==> src/rtl/uart_tx_arbiter_pkg.sv <==
// uart_pkg: shared state encodings, defaults and index-width helper for the UART TX arbiter
package uart_pkg;
  localparam logic [0:0] ST_IDLE = 1'b0;
  localparam logic [0:0] ST_WAIT = 1'b1;
  localparam int DEF_DATA_BITS = 8;
  localparam logic [DEF_DATA_BITS-1:0] IDLE_BYTE = '1;
  function automatic int clog2(input int v);
    int r;
    r = 0;
    while ((1 << r) < v) r++;
    return (r < 1) ? 1 : r;
  endfunction
endpackage

==> src/rtl/uart_tx_arbiter_if.sv <==
// uart_tx_arbiter_if: client request/data bus plus transmitter handshake
//   master (arbiter): in req, lock, w_data, tx_done_tick; out ack, busy, grant_id, tx_start, d_in, timeout_err
//   slave (clients/transmitter): the mirror image
interface uart_tx_arbiter_if import uart_pkg::*; #(
  parameter int N_CLIENTS = 4,
  parameter int DATA_BITS = DEF_DATA_BITS
) ();
  logic [N_CLIENTS-1:0] req;
  logic [N_CLIENTS-1:0] lock;
  logic [N_CLIENTS*DATA_BITS-1:0] w_data;
  logic [N_CLIENTS-1:0] ack;
  logic busy;
  logic [clog2(N_CLIENTS)-1:0] grant_id;
  logic tx_start;
  logic [DATA_BITS-1:0] d_in;
  logic tx_done_tick;
  logic timeout_err;
  modport master (
    input req, lock, w_data, tx_done_tick,
    output ack, busy, grant_id, tx_start, d_in, timeout_err
  );
  modport slave (
    output req, lock, w_data, tx_done_tick,
    input ack, busy, grant_id, tx_start, d_in, timeout_err
  );
endinterface

==> src/rtl/uart_tx_arbiter_rr_pick.sv <==
// uart_tx_rr_pick: combinational rotate-priority encoder
//   in req (per client), ptr (highest-priority index); out any, winner
module uart_tx_rr_pick import uart_pkg::*; #(
  parameter int N_CLIENTS = 4
) (
  input  logic [N_CLIENTS-1:0]        req,
  input  logic [clog2(N_CLIENTS)-1:0] ptr,
  output logic                        any,
  output logic [clog2(N_CLIENTS)-1:0] winner
);
  localparam int IW = clog2(N_CLIENTS);
  logic [2*N_CLIENTS-1:0] dbl;
  // bit i of the low half is client (ptr+i) mod N, so the lowest set bit is the winner
  assign dbl = {req, req} >> ptr;
  assign any = |req;
  always_comb begin
    winner = '0;
    for (int i = N_CLIENTS - 1; i >= 0; i--)
      if (dbl[i]) winner = IW'((int'(ptr) + i) % N_CLIENTS);
  end
endmodule

==> src/rtl/uart_tx_arbiter.sv <==
// uart_tx_arbiter: round-robin sharing of one UART transmitter with locked bursts and timeout
//   clk, reset (sync, active-high); b: uart_tx_arbiter_if.master bus
module uart_tx_arbiter import uart_pkg::*; #(
  parameter int N_CLIENTS      = 4,
  parameter int DATA_BITS      = DEF_DATA_BITS,
  parameter int MAX_BURST      = 16,
  parameter int TIMEOUT_CYCLES = 65535
) (
  input logic clk,
  input logic reset,
  uart_tx_arbiter_if.master b
);
  localparam int IW = clog2(N_CLIENTS);
  localparam int BW = clog2(MAX_BURST + 1);
  localparam int TW = clog2(TIMEOUT_CYCLES);
  logic [0:0] state;
  logic [IW-1:0] ptr, winner, next_ptr;
  logic [BW-1:0] burst;
  logic [TW-1:0] tcnt;
  logic [DATA_BITS-1:0] win_byte, own_byte;
  logic any, done, reload;
  uart_tx_rr_pick #(.N_CLIENTS(N_CLIENTS)) u_pick (
    .req(b.req), .ptr(ptr), .any(any), .winner(winner)
  );
  assign win_byte = b.w_data[int'(winner)*DATA_BITS +: DATA_BITS];
  assign own_byte = b.w_data[int'(b.grant_id)*DATA_BITS +: DATA_BITS];
  // a tick arriving while our own start pulse is still out belongs to an earlier byte
  assign done = b.tx_done_tick & ~b.tx_start;
  assign reload = b.lock[b.grant_id] & b.req[b.grant_id] & (burst < BW'(MAX_BURST));
  assign next_ptr = (b.grant_id == IW'(N_CLIENTS - 1)) ? '0 : b.grant_id + 1'b1;
  assign b.busy = state == ST_WAIT;
  always_ff @(posedge clk) begin
    if (reset) begin
      state <= ST_IDLE;
      ptr <= '0;
      burst <= '0;
      tcnt <= '0;
      b.ack <= '0;
      b.tx_start <= 1'b0;
      b.timeout_err <= 1'b0;
      b.grant_id <= '0;
      b.d_in <= '1;
    end else begin
      b.ack <= '0;
      b.tx_start <= 1'b0;
      b.timeout_err <= 1'b0;
      if (state == ST_IDLE) begin
        if (any) begin
          state <= ST_WAIT;
          b.grant_id <= winner;
          b.d_in <= win_byte;
          b.tx_start <= 1'b1;
          b.ack <= N_CLIENTS'(1) << winner;
          burst <= BW'(1);
          tcnt <= '0;
        end
      end else if (done && reload) begin
        b.d_in <= own_byte;
        b.tx_start <= 1'b1;
        b.ack <= N_CLIENTS'(1) << b.grant_id;
        burst <= burst + 1'b1;
        tcnt <= '0;
      end else if (done || tcnt == TW'(TIMEOUT_CYCLES - 1)) begin
        // done wins over a coincident terminal count
        b.timeout_err <= ~done;
        ptr <= next_ptr;
        state <= ST_IDLE;
      end else tcnt <= tcnt + 1'b1;
    end
  end
endmodule
==> src/flat_wrapper.sv <==
// flat-port wrapper written by rule: the top's interface ports become plain ports
module uart_tx_arbiter_flat import uart_pkg::*;
#(
  parameter int N_CLIENTS      = 4,
  parameter int DATA_BITS      = DEF_DATA_BITS,
  parameter int MAX_BURST      = 16,
  parameter int TIMEOUT_CYCLES = 65535
)
  (clk, reset, b_req, b_lock, b_w_data, b_tx_done_tick, b_ack, b_busy, b_grant_id, b_tx_start, b_d_in, b_timeout_err);
  uart_tx_arbiter_if #(.N_CLIENTS(N_CLIENTS), .DATA_BITS(DATA_BITS)) b_i ();
  input logic clk;
  input logic reset;
  input wire logic [$bits(b_i.req)-1:0] b_req;
  input wire logic [$bits(b_i.lock)-1:0] b_lock;
  input wire logic [$bits(b_i.w_data)-1:0] b_w_data;
  input wire logic [$bits(b_i.tx_done_tick)-1:0] b_tx_done_tick;
  output wire logic [$bits(b_i.ack)-1:0] b_ack;
  output wire logic [$bits(b_i.busy)-1:0] b_busy;
  output wire logic [$bits(b_i.grant_id)-1:0] b_grant_id;
  output wire logic [$bits(b_i.tx_start)-1:0] b_tx_start;
  output wire logic [$bits(b_i.d_in)-1:0] b_d_in;
  output wire logic [$bits(b_i.timeout_err)-1:0] b_timeout_err;
  assign b_i.req = b_req;
  assign b_i.lock = b_lock;
  assign b_i.w_data = b_w_data;
  assign b_i.tx_done_tick = b_tx_done_tick;
  assign b_ack = b_i.ack;
  assign b_busy = b_i.busy;
  assign b_grant_id = b_i.grant_id;
  assign b_tx_start = b_i.tx_start;
  assign b_d_in = b_i.d_in;
  assign b_timeout_err = b_i.timeout_err;
  uart_tx_arbiter #(.N_CLIENTS(N_CLIENTS), .DATA_BITS(DATA_BITS), .MAX_BURST(MAX_BURST), .TIMEOUT_CYCLES(TIMEOUT_CYCLES)) u_core (.clk(clk), .reset(reset), .b(b_i));
endmodule
==> config.mk <==
export PLATFORM = sky130hd
export DESIGN_NAME = uart_tx_arbiter_flat
export DESIGN_NICKNAME = d
export VERILOG_FILES = /design/src/rtl/uart_tx_arbiter_pkg.sv /design/src/rtl/uart_tx_arbiter_if.sv /design/src/rtl/uart_tx_arbiter_rr_pick.sv /design/src/rtl/uart_tx_arbiter.sv /design/src/flat_wrapper.sv
export SDC_FILE = /design/constraint.sdc
export NUM_CORES = 1
export LEC_CHECK = 0
export CORE_ASPECT_RATIO = 0.6
export CORE_MARGIN = 4
export CORE_UTILIZATION = 40
export CTS_CLUSTER_SIZE = 12
export DETAILED_ROUTE_END_ITERATION = 12
export GPL_TIMING_DRIVEN = 0
export PLACE_DENSITY = 0.72
export SYNTH_ARGS = -nofsm -noshare
export SYNTH_HDL_FRONTEND = slang
export SYNTH_SLANG_ARGS = --single-unit
==> constraint.sdc <==
create_clock -name clk -period 1.9 [get_ports clk]
set_input_delay 0.38 -clock clk [delete_from_list [all_inputs] [get_ports clk]]
set_output_delay 0.38 -clock clk [all_outputs]
set_load 0.01 [all_outputs]
# Word level (Yosys, flattened, before mapping)

Cells that the tools add are included.

Shift-type cells: 5
Order comparisons: 2
Bitwise operators: 8
Reduce and logical (&&, ||, !) cells: 9
Muxes and demuxes: 28
$add $sub $neg: 6
Equal/unequal tests: 4

Operators by type and width:

| cell                                                                 | count |
|---|---|
| 16-bit two-way mux                                                   | 4 |
| 32-bit by 6-bit indexed part select with 8-bit output                | 2 |
| 8-bit two-way mux                                                    | 3 |
| 16-bit by 1-bit adder with 16-bit output, second input constant      | 1 |
| 16-bit == test, second input constant                                | 1 |
| 5-bit two-way mux                                                    | 3 |
| 4-bit two-way mux                                                    | 3 |
| 2-bit two-way mux                                                    | 5 |
| 1-bit two-way mux                                                    | 8 |
| 4-bit OR reduction                                                   | 2 |
| 1-bit by 2-bit << shifter with 4-bit output, first input constant    | 2 |
| 8-bit by 2-bit right shift with 4-bit output                         | 1 |
| 2-bit AND reduction                                                  | 3 |
| 5-bit by 1-bit adder with 5-bit output, second input constant        | 1 |
| 5-bit < comparator, second input constant                            | 1 |
| 1-bit inverter                                                       | 5 |
| 2-bit by 1-bit adder with 2-bit output, second input constant        | 2 |
| 2-bit adder, second input constant                                   | 2 |
| 1-bit binary-select mux with 2-bit select                            | 2 |
| 1-bit bitwise AND                                                    | 3 |
| 2-bit by 3-bit < comparator with 1-bit output, second input constant | 1 |
| 3-bit != test, second input constant                                 | 1 |
| 3-bit AND reduction                                                  | 1 |
| 2-bit == test, second input constant                                 | 1 |
| 4 further kinds                                                      | 4 |

Register bits after elaboration: 40
Output and inout bits: 17

# Logic depth before layout (Yosys ltp)

Gate-level depths: netlist of the first run.

Depth after elaboration: 8
Mapped depth: 9

# Cells and area by module

From an unflattened synthesis of the first run, not the netlist that was laid out.

Cell total of the unflattened synthesis: 257
Area, all modules: 2332.2 um^2

By module, submodules not included:

| module          | times used | area each (um^2) | cells an instance |
|---|---|---|---|
| uart_tx_arbiter | 1          | 2254.7           | 242 |
| uart_tx_rr_pick | 1          | 77.6             | 15 |

# Worst setup path before layout of the first run

Ideal clock, no wire load.

Kind: reg2reg
From: register u_core.state, in the netlist u_core.b.busy
To: register u_core.tcnt[13]
Setup time: 0.117 ns
Path slack: -0.149 ns
Arrival: 1.932 ns
Stages on the path, launching flop included: 9
Required time: 1.783 ns
Path buffers: 3
Period minus slack after synthesis: 2.049 ns
Cells stage by stage: dfxtp_1 -> buf_2 -> inv_1 -> or3_1 -> clkbuf_1 -> o21a_1 -> buf_2 -> mux2_2 -> a32o_1

Word-level cells in the longest chain between the ends: 2

Ends and longest elaborated chain:

| item                                                                        | RTL line              | source |
|---|---|---|
| from (decl)                                                                 | uart_tx_arbiter.sv:16 | `logic [0:0] state;` |
| from (signal assigned)                                                      | uart_tx_arbiter.sv:34 | `state <= ST_IDLE;` |
| from (signal assigned)                                                      | uart_tx_arbiter.sv:49 | `state <= ST_WAIT;` |
| from (signal assigned)                                                      | uart_tx_arbiter.sv:67 | `state <= ST_IDLE;` |
| 3-bit != test (no source line) / 2-bit nonzero test (equally long branches) | n/a                   |  |
| 2-bit AND reduction (no source line)                                        | n/a                   |  |
| to (signal assigned)                                                        | uart_tx_arbiter.sv:68 | `end else tcnt <= tcnt + 1'b1;` |
| to (decl)                                                                   | uart_tx_arbiter.sv:19 | `logic [TW-1:0] tcnt;` |

Parallel ways exist; a longest one is shown, timed or not.
A chain may end at the register's enable or synchronous reset.

# Worst setup path in the final report of the first run

From: register u_core.b.grant_id[0]
To: register u_core.tcnt[13]

Word-level cells in the longest chain between the ends: 7

Ends and longest elaborated chain:

| item                                                                              | RTL line                 | source |
|---|---|---|
| from (decl)                                                                       | uart_tx_arbiter_if.sv:20 | `output ack, busy, grant_id, tx_start, d_in, timeout_err` |
| from (signal assigned)                                                            | uart_tx_arbiter.sv:50    | `b.grant_id <= winner;` |
| 1-bit binary-select mux with 2-bit select                                         | uart_tx_arbiter.sv:29    | `assign reload = b.lock[b.grant_id] & b.req[b.grant_id] & (burst < BW'(MAX_BURST));` |
| 1-bit two-way mux (implied by the code)                                           | uart_tx_arbiter.sv:29    |  |
| 1-bit bitwise AND (*) (2 in a row)                                                | uart_tx_arbiter.sv:29    |  |
| 1-bit logical AND (*)                                                             | uart_tx_arbiter.sv:57    | `end else if (done && reload) begin` |
| 3-bit != test (no source line) / 16-bit two-way mux (equally long branches)       | n/a                      |  |
| 2-bit AND reduction (no source line) / 16-bit two-way mux (equally long branches) | n/a                      |  |

Every way passes the cells marked *; elsewhere a longest branch is shown, timed or not. The select of a mux whose other input is x is not followed.

==> load_flow_metrics.sql, run 1 <==
INSERT INTO impl_metrics (metric_group, metric, value, unit) VALUES
('clock_network', 'cts_max_level', '2', ''),
('setup_path', 'worstPathRequired', '2.11', 'ns'),
('synthesis', 'synth_xor_area_share', '0', '%'),
('synthesis', 'netlist.area_leader.share', '34.9', '%'),
('synthesis', 'syn-mean-instance-area', '8.59', 'sq um'),
('clock_network', 'cts_root_buf', 'clkbuf_8', ''),
('route', 'routed_via_density', '5.72', ''),
('finish', 'antenna-diode-count', '0', ''),
('finish', 'final_cell_mix', '50 x clkdlybuf4s50_1, 32 x dfxtp_1, 24 x nand2_1, 20 x buf_4, 19 x a21oi_1', ''),
('timing', 'timing.final.ws_setup', '0.0217', 'ns'),
('setup_path', 'end_kind', 'flip-flop', ''),
('timing', 'achievable-frequency', '532', 'MHz'),
('placed_design', 'dp_slack', '-0.983', 'ns'),
('grt', 'antenna_found_initial', '0', ''),
('synthesis', 'postSynthRegisterBits', '40', ''),
('setup_path', 'worst_ep_arrival_time', '2.08', 'ns'),
('route', 'residual_drc', '0', ''),
('timing', 'setup_repair_after_global_routing_missed_its_margin', 'yes', ''),
('grt', 'grt_max_degree', '14', ''),
('synthesis', 'postSynth.asyncResetShare', '0', '%'),
('synthesis', 'synth_top_family_by_area', 'compound AO/OA/AOI/OAI gates', ''),
('placed_design', 'placed_cells', '406', ''),
('finish', 'flow.area_growth_from_synthesis', '49.0', '%'),
('clock_network', 'clock_buffer_count_from_cts', '5', ''),
('timing', 'tightestPinTransition', '0.632', 'ns'),
('floorplan', 'chipHeight', '66.6', 'um'),
('setup_path', 'worstPathCellList', 'inv_4, mux4_2, o21a_4, mux2_4, a32o_1', ''),
('clock_network', 'worst_skew_pair.late_latency', '0.30', 'ns'),
('run', 'max_cap_violations', '0', ''),
('synthesis', 'synth.net_count', '317', ''),
('floorplan', 'num_rows', '21', ''),
('setup_path', 'slowest_delay', '0.58', 'ns'),
('synthesis', 'yosys_warnings', '0', ''),
('finish', 'finalNonFillerCells', '429', ''),
('route', 'drt_iter0_markers', '147', ''),
('setup_path', 'destination_of_the_worst_register_to_register_timing_path', 'u_core.tcnt[13]', ''),
('route', 'drt-pass1-iter-count', '4', ''),
('setup_path', 'buffers_plus_inverters_on_the_worst_setup_path', '1', ''),
('synthesis', 'compound_cell_area_share_of_the_yosys_netlist', '27.2', '%'),
('setup_path', 'worstSetupEndpoint', 'u_core.tcnt[13]', ''),
('timing', 'finalClockSkew', '0.00561', 'ns'),
('grt', 'globalRoute.totalOverflow', '0', ''),
('synthesis', 'synth.area.top_cells', 'dfxtp_1 35%, a21oi_1 5.0%, mux2i_1 4.8%, nand2_1 4.3%, ha_1 3.8%', ''),
('grt', 'globalRouteTotalUtil', '20.7', '%'),
('floorplan', 'core_area', '5570', 'sq um'),
('setup_path', 'timing.reg2reg.worst_path_depth', '5', ''),
('setup_path', 'reg2reg_setup_slack', '0.02', 'ns'),
('placed_design', 'final_hpwl_from_detailed_placement', '5.08', 'mm'),
('placed_design', 'place.gp.congestion', '0.832', ''),
('timing', 'slew_headroom', '57.9', '%'),
('grt', 'first_global_vias', '2237', ''),
('synthesis', 'synth-adder-area-share', '3.82', '%'),
('floorplan', 'chipWidth', '106', 'um'),
('synthesis', 'synthSimpleGateAreaFrac', '22.7', '%'),
('pwr', 'total_power', '2.30', 'mW'),
('outcome', 'outcome', 'finished, final reports clean', ''),
('synthesis', 'synth-main-ff-cell', 'dfxtp_1', ''),
('floorplan', 'initial_core_util', '41.2', '%'),
('placed_design', 'port-buffer-count', '59', ''),
('timing', 'final_period_minus_worst_setup_slack', '1.88', 'ns'),
('clock_network', 'tritoncts', 'built', ''),
('clock_network', 'cts_buffer_depth', '2', ''),
('clock_network', 'cts.reportedPaths.clkPinSlew', '0.09', 'ns'),
('timing', 'finalSetupViolCount', '0', ''),
('setup_path', 'crit_family', 'multiplexers', ''),
('floorplan', 'top_level_i_o_count', '60', ''),
('route', 'num_vias', '2452', ''),
('setup_path', 'timing.critical_path.from', 'u_core.b.grant_id[0]', ''),
('finish', 'ff_latch_area', '816', 'sq um'),
('finish', 'layout.filler_cells', '506', ''),
('worst_hold_path', 'hold_class', 'reg -> reg', '');
## synth_stat cells (all sizes together), types with 3 or more instances
cell / number
nor3: 7
or4: 8
ha: 7
buf: 8
o2111ai: 8
a21oi: 24
o211ai: 9
clkbuf: 8
or3: 4
nor2b: 4
a31oi: 6
mux2i: 11
nand2: 26
nand3: 13
and3: 6
inv: 6
a311oi: 9
nand4: 7
dfxtp: 40
mux2: 3
nor2: 14
nand2b: 4
o21ai: 6
## where the power goes
part | switching (mW) | internal, mW
registers | 0.0326 | 0.882
logic | 0.325 | 0.337
clock network | 0.331 | 0.389
total | 0.688 | 1.61
## through the flow
step	utilization, %	cell area, sq um	hold slack [ns]
floorplan	-	2320	0.441
global placement	54.0	3010	0.451
detailed placement	54.0	3010	0.460
CTS	58.9	3280	0.488
global route	61.3	3410	0.506
finish	61.3	3410	0.488
## how the worst min path moves through the flow
| stage | depth (start not counted) | endpoint | from |
|---|---|---|---|
| 2_1_floorplan | 2 | u_core.burst[4] | u_core.burst[4] |
| 3_3_place_gp | 2 | u_core.burst[4] | u_core.burst[4] |
| 3_5_place_dp | 2 | u_core.burst[4] | u_core.burst[4] |
| 4_1_cts | 2 | u_core.burst[4] | u_core.burst[4] |
| 5_1_grt | 2 | u_core.tcnt[14] | u_core.tcnt[14] |
| 6_report | 2 | u_core.b.d_in[0] | u_core.b.d_in[0] |
## worst min-delay path: cells and delay by family (launching register included)
| family | cells | cell delay [ns] |
|---|---|---|
| AOI/OAI and AO/OA | 2 | 0.13 |
| DFF | 1 | 0.33 |
## final cells by class
cell class	instances	share of cell area [%]
multi-input cells	206	45.2
clock inverters	3	1.25
plain buffers	11	2.46
flip-flops and latches	40	23.9
clock buffers	5	2.02
inverters	6	0.806
repair buffers	78	21.4
well taps	80	2.93
## cell families after synthesis
logic type               after synthesis
flip-flops                            40
adder cells (fa/ha/maj)                7
multiplexers                          15
buffers and inverters                 22
AO/OA/AOI/OAI                         84
AND/OR/NAND/NOR                       99
## flip-flops by register name (all words and copies together) (netlist names)
register,cells
u_core.b.grant_id,2
u_core.b.busy,1
u_core.b.timeout_err,1
u_core.b.ack,4
u_core.b.d_in,8
u_core.burst,5
u_core.b.tx_start,1
u_core.tcnt,16
u_core.ptr,2
## what timing repair did
item | CTS | global route
gates resized for setup | 35 | 35
gates cloned | 0 | 3
hold buffers | 0 | 0
pin swaps | 6 | 9
buffers inserted | 13 | 4
endpoints found under the setup margin | 38 | 33
## routing by layer
metal | global-route usage [%] | up-vias | wire, um
met5 | 0 | - | 0
met4 | 4.20 | 0 | 76
met3 | 6.87 | 9 | 660
met2 | 31.7 | 88 | 3070
met1 | 28.6 | 1153 | 3480
li1 | - | 1202 | -
Note: power is estimated with default switching activity, not from simulation.
==> inputs of run 2 (changes only) <==
--- a/config.mk
+++ b/config.mk
@@ -11,7 +11,7 @@
 export CTS_CLUSTER_SIZE = 12
 export DETAILED_ROUTE_END_ITERATION = 12
 export GPL_TIMING_DRIVEN = 0
-export PLACE_DENSITY = 0.72
+export PLACE_DENSITY = 0.7
 export SYNTH_ARGS = -nofsm -noshare
 export SYNTH_HDL_FRONTEND = slang
 export SYNTH_SLANG_ARGS = --single-unit
==> constraint.sdc (replaced) <==
create_clock -name clk -period 2 [get_ports clk]
set_input_delay 0.4 -clock clk [delete_from_list [all_inputs] [get_ports clk]]
set_output_delay 0.4 -clock clk [all_outputs]
set_load 0.01 [all_outputs]
==> run 2 against run 1 <==
  * Clock power is 3% higher
  * Power is 2.7% lower
  * Wire length is 4.0% lower
  * Flip-flop and latch count stayed put
  * First-iteration DRC count is 25% higher
  * Via count is 0.45% higher
  * Clock skew is 0.0080 ns higher
  * Sequential share of layout area is 0.15 points higher
  * Critical endpoint unchanged
==> load_flow_metrics.sql, run 2 (synthesis results as in run 1) <==
INSERT INTO impl_metrics (metric_group, metric, value, unit) VALUES
('clock_network', 'cts_buffer_depth', '2', ''),
('finish', 'final_cell_mix', '50 x clkdlybuf4s50_1, 37 x dfxtp_1, 25 x nand2_1, 20 x buf_4, 17 x a21oi_1', ''),
('route', 'drt_iter0_markers', '184', ''),
('finish', 'mostFrequentLayoutCell', 'clkdlybuf4s50_1', ''),
('setup_path', 'worst_ep_arrival_time', '2.14', 'ns'),
('grt', 'first_global_vias', '2234', ''),
('clock_network', 'clock_buffer_count_from_cts', '5', ''),
('setup_path', 'reg2reg_setup_slack', '0.07', 'ns'),
('clock_network', 'ctsHoldBuffers', '0', ''),
('clock_network', 'cts_root_buf', 'clkbuf_8', ''),
('grt', 'globalRouteTotalUtil', '20.0', '%'),
('route', 'wl_per_cell', '16.3', 'um'),
('finish', 'flow.area_growth_from_synthesis', '46.9', '%'),
('setup_path', 'worstSetupPathType', 'reg -> reg', ''),
('grt', 'antenna_found_initial', '0', ''),
('finish', 'drive_above_1_share', '19.2', '%'),
('clock_network', 'cts_max_level', '2', ''),
('worst_hold_path', 'hold_class', 'reg -> reg', ''),
('setup_path', 'worstSetupEndpoint', 'u_core.tcnt[13]', ''),
('setup_path', 'critical_path.reg2reg.startpoint', 'u_core.b.grant_id[0]', ''),
('route', 'residual_drc', '0', ''),
('clock_network', 'tritoncts', 'built', ''),
('pwr', 'clockPowerShare', '33.1', '%'),
('setup_path', 'timing.reg2reg.worst_path_depth', '5', ''),
('floorplan', 'design.die.area', '7050', 'sq um'),
('route', 'routed_via_density', '5.74', ''),
('placed_design', 'final_hpwl_from_detailed_placement', '4.97', 'mm'),
('placed_design', 'placed_cells', '406', ''),
('setup_path', 'slowest_delay', '0.61', 'ns'),
('clock_network', 'clkSinkCount', '40', ''),
('route', 'wl', '7.00', 'mm'),
('finish', 'finish.net_count', '398', ''),
('pwr', 'power_per_cell_area', '663', 'nW/um^2'),
('floorplan', 'num_rows', '21', ''),
('placed_design', 'port-buffer-count', '59', ''),
('floorplan', 'chipWidth', '106', 'um'),
('timing', 'timing.final.ws_setup', '0.0661', 'ns'),
('setup_path', 'critPathLaunchType', 'flip-flop', ''),
('floorplan', 'chipHeight', '66.6', 'um'),
('pwr', 'power.share.sequential', '39.0', '%'),
('setup_path', 'timing.critical_path.from', 'u_core.b.grant_id[0]', ''),
('finish', 'ff_latch_area', '810', 'sq um'),
('setup_path', 'worstSetupPathDepth', '5', ''),
('floorplan', 'initial_core_util', '41.2', '%'),
('pwr', 'internal_power_component', '1.60', 'mW'),
('route', 'drt-pass1-iter-count', '4', ''),
('timing', 'setup_total_negative_slack', '0', 'ns'),
('finish', 'layout.filler_cells', '501', ''),
('timing', 'slew_headroom', '54.2', '%'),
('placed_design', 'dp_slack', '-0.948', 'ns'),
('setup_path', 'worstPathRequired', '2.21', 'ns'),
('finish', 'antenna-diode-count', '0', ''),
('timing', 'final_period_minus_worst_setup_slack', '1.93', 'ns'),
('run', 'max_cap_violations', '0', ''),
('finish', 'finalNonFillerCells', '429', ''),
('pwr', 'p_comb_share', '27.8', '%'),
('setup_path', 'crit_family', 'multiplexers', ''),
('route', 'antenna_violating_nets_remaining', '0', ''),
('pwr', 'p_sw', '0.637', 'mW'),
('grt', 'globalRoute.totalOverflow', '0', ''),
('pwr', 'power.leakage', '1.19', 'nW'),
('outcome', 'outcome', 'finished, final reports clean', ''),
('timing', 'period_utilisation_layout', '96.7', '%'),
('placed_design', 'place.gp.congestion', '0.865', ''),
('pwr', 'vdd.ir_drop.worst', '0.000311', 'V'),
('setup_path', 'buffers_plus_inverters_on_the_worst_setup_path', '1', ''),
('grt', 'first_pass_grt_wire_length', '11.1', 'mm'),
('clock_network', 'cts.reportedPaths.clkPinSlew', '0.09', 'ns'),
('finish', 'max_flop_register', 'u_core.tcnt', ''),
('timing', 'finalClockSkew', '0.0136', 'ns'),
('route', 'num_vias', '2463', ''),
('setup_path', 'destination_of_the_worst_register_to_register_timing_path', 'u_core.tcnt[13]', ''),
('floorplan', 'core_area', '5570', 'sq um'),
('finish', 'top_regs', 'u_core.tcnt: 16 flops, u_core.b.d_in: 8 flops, u_core.burst: 5 flops', ''),
('finish', 'multi_input_area', '1500', 'sq um'),
('timing', 'finalSetupViolCount', '0', ''),
('timing', 'achievable-frequency', '517', 'MHz'),
('setup_path', 'slowest_stage_cell_crit_path', 'mux4_2', ''),
('worst_hold_path', 'worstHoldStart', 'u_core.burst[4]', ''),
('grt', 'grt_max_degree', '13', ''),
('timing', 'tightestPinTransition', '0.687', 'ns'),
('setup_path', 'end_kind', 'flip-flop', ''),
('setup_path', 'worstPathCellList', 'inv_4, mux4_2, o21a_2, mux2_4, a32o_1', ''),
('pwr', 'power.share.switching', '28.5', '%'),
('timing', 'hold_fails_final_rpt', '0', ''),
('clock_network', 'worst_skew_pair.late_latency', '0.30', 'ns'),
('timing', 'final-max-slew-violation-count', '0', ''),
('timing', 'hold_ws', '0.478', 'ns'),
('finish', 'largest_register_ffs', '16', ''),
('floorplan', 'top_level_i_o_count', '60', ''),
('setup_path', 'critical_path_peak_fanout', '5', '');
-- run 2: cell count changes in the layout (fill, tap and decap cells not counted), moves of 3 or more --
cell | before | now
clkbuf_2 | 1 | 4
dfxtp_2 | 6 | 1
clkdlybuf4s15_2 | 3 | 0
dfxtp_1 | 32 | 37
-- run 2: repair_timing --
| item | 4_1_cts | 5_1_grt |
|---|---|---|
| resized for setup | 34 | 28 |
| pin swaps | 7 | 5 |
| setup buffers | 8 | 11 |
| setup endpoints to repair | 38 | 24 |
-- run 2: per-layer routing --
metal | wire length, um | global-route usage [%]
met4 | 76 | 4.85
met1 | 3310 | 27.0
met2 | 2960 | 30.6
met5 | 0 | 0
met3 | 660 | 6.87
-- run 2: final cells by class --
class                      instances  share of cell area (%)
buffer                            12                    2.60
clock buffer                       7                    2.86
clock inverter                     1                   0.892
inverter                           6                   0.855
multi-input combinational        205                    44.6
sequential                        40                    24.0
tap                               80                    2.97
timing repair buffer              78                    21.2
-- run 2: worst min path at each step --
stage                           end  slack (ns)  depth (start not counted)
floorplan           u_core.burst[4]        0.44                          2
global placement    u_core.burst[4]        0.45                          2
detailed placement  u_core.burst[4]        0.46                          2
CTS                 u_core.burst[4]        0.47                          2
global route        u_core.burst[4]        0.50                          2
finish              u_core.burst[4]        0.48                          2
-- run 2: worst reg2reg max path, delay by kind of cell (launching register included) --
| family | cells | cell delay, ns |
|---|---|---|
| muxes | 2 | 0.89 |
| AOI/OAI and AO/OA | 2 | 0.52 |
| DFF | 1 | 0.37 |
| buffers and inverters | 1 | 0.07 |
-- run 2: metrics by stage --
stage | power (mW) | util, % | cell area (sq um)
6_report | 2.23 | 60.4 | 3370
5_1_grt | 2.33 | 60.4 | 3370
4_1_cts | 2.19 | 58.3 | 3250
3_5_place_dp | 1.40 | 53.6 | 2990
3_3_place_gp | 1.40 | 53.6 | 2990
2_1_floorplan | 1.16 | - | 2290
-- run 2: power groups by stage --
stage          Clock [mW]  Sequential, mW  Combinational, mW
2_1_floorplan           0           0.898              0.259
6_report            0.740           0.872              0.622
5_1_grt             0.775           0.879              0.674
3_3_place_gp            0           0.886              0.511
4_1_cts             0.746           0.871              0.576
3_5_place_dp            0           0.887              0.515
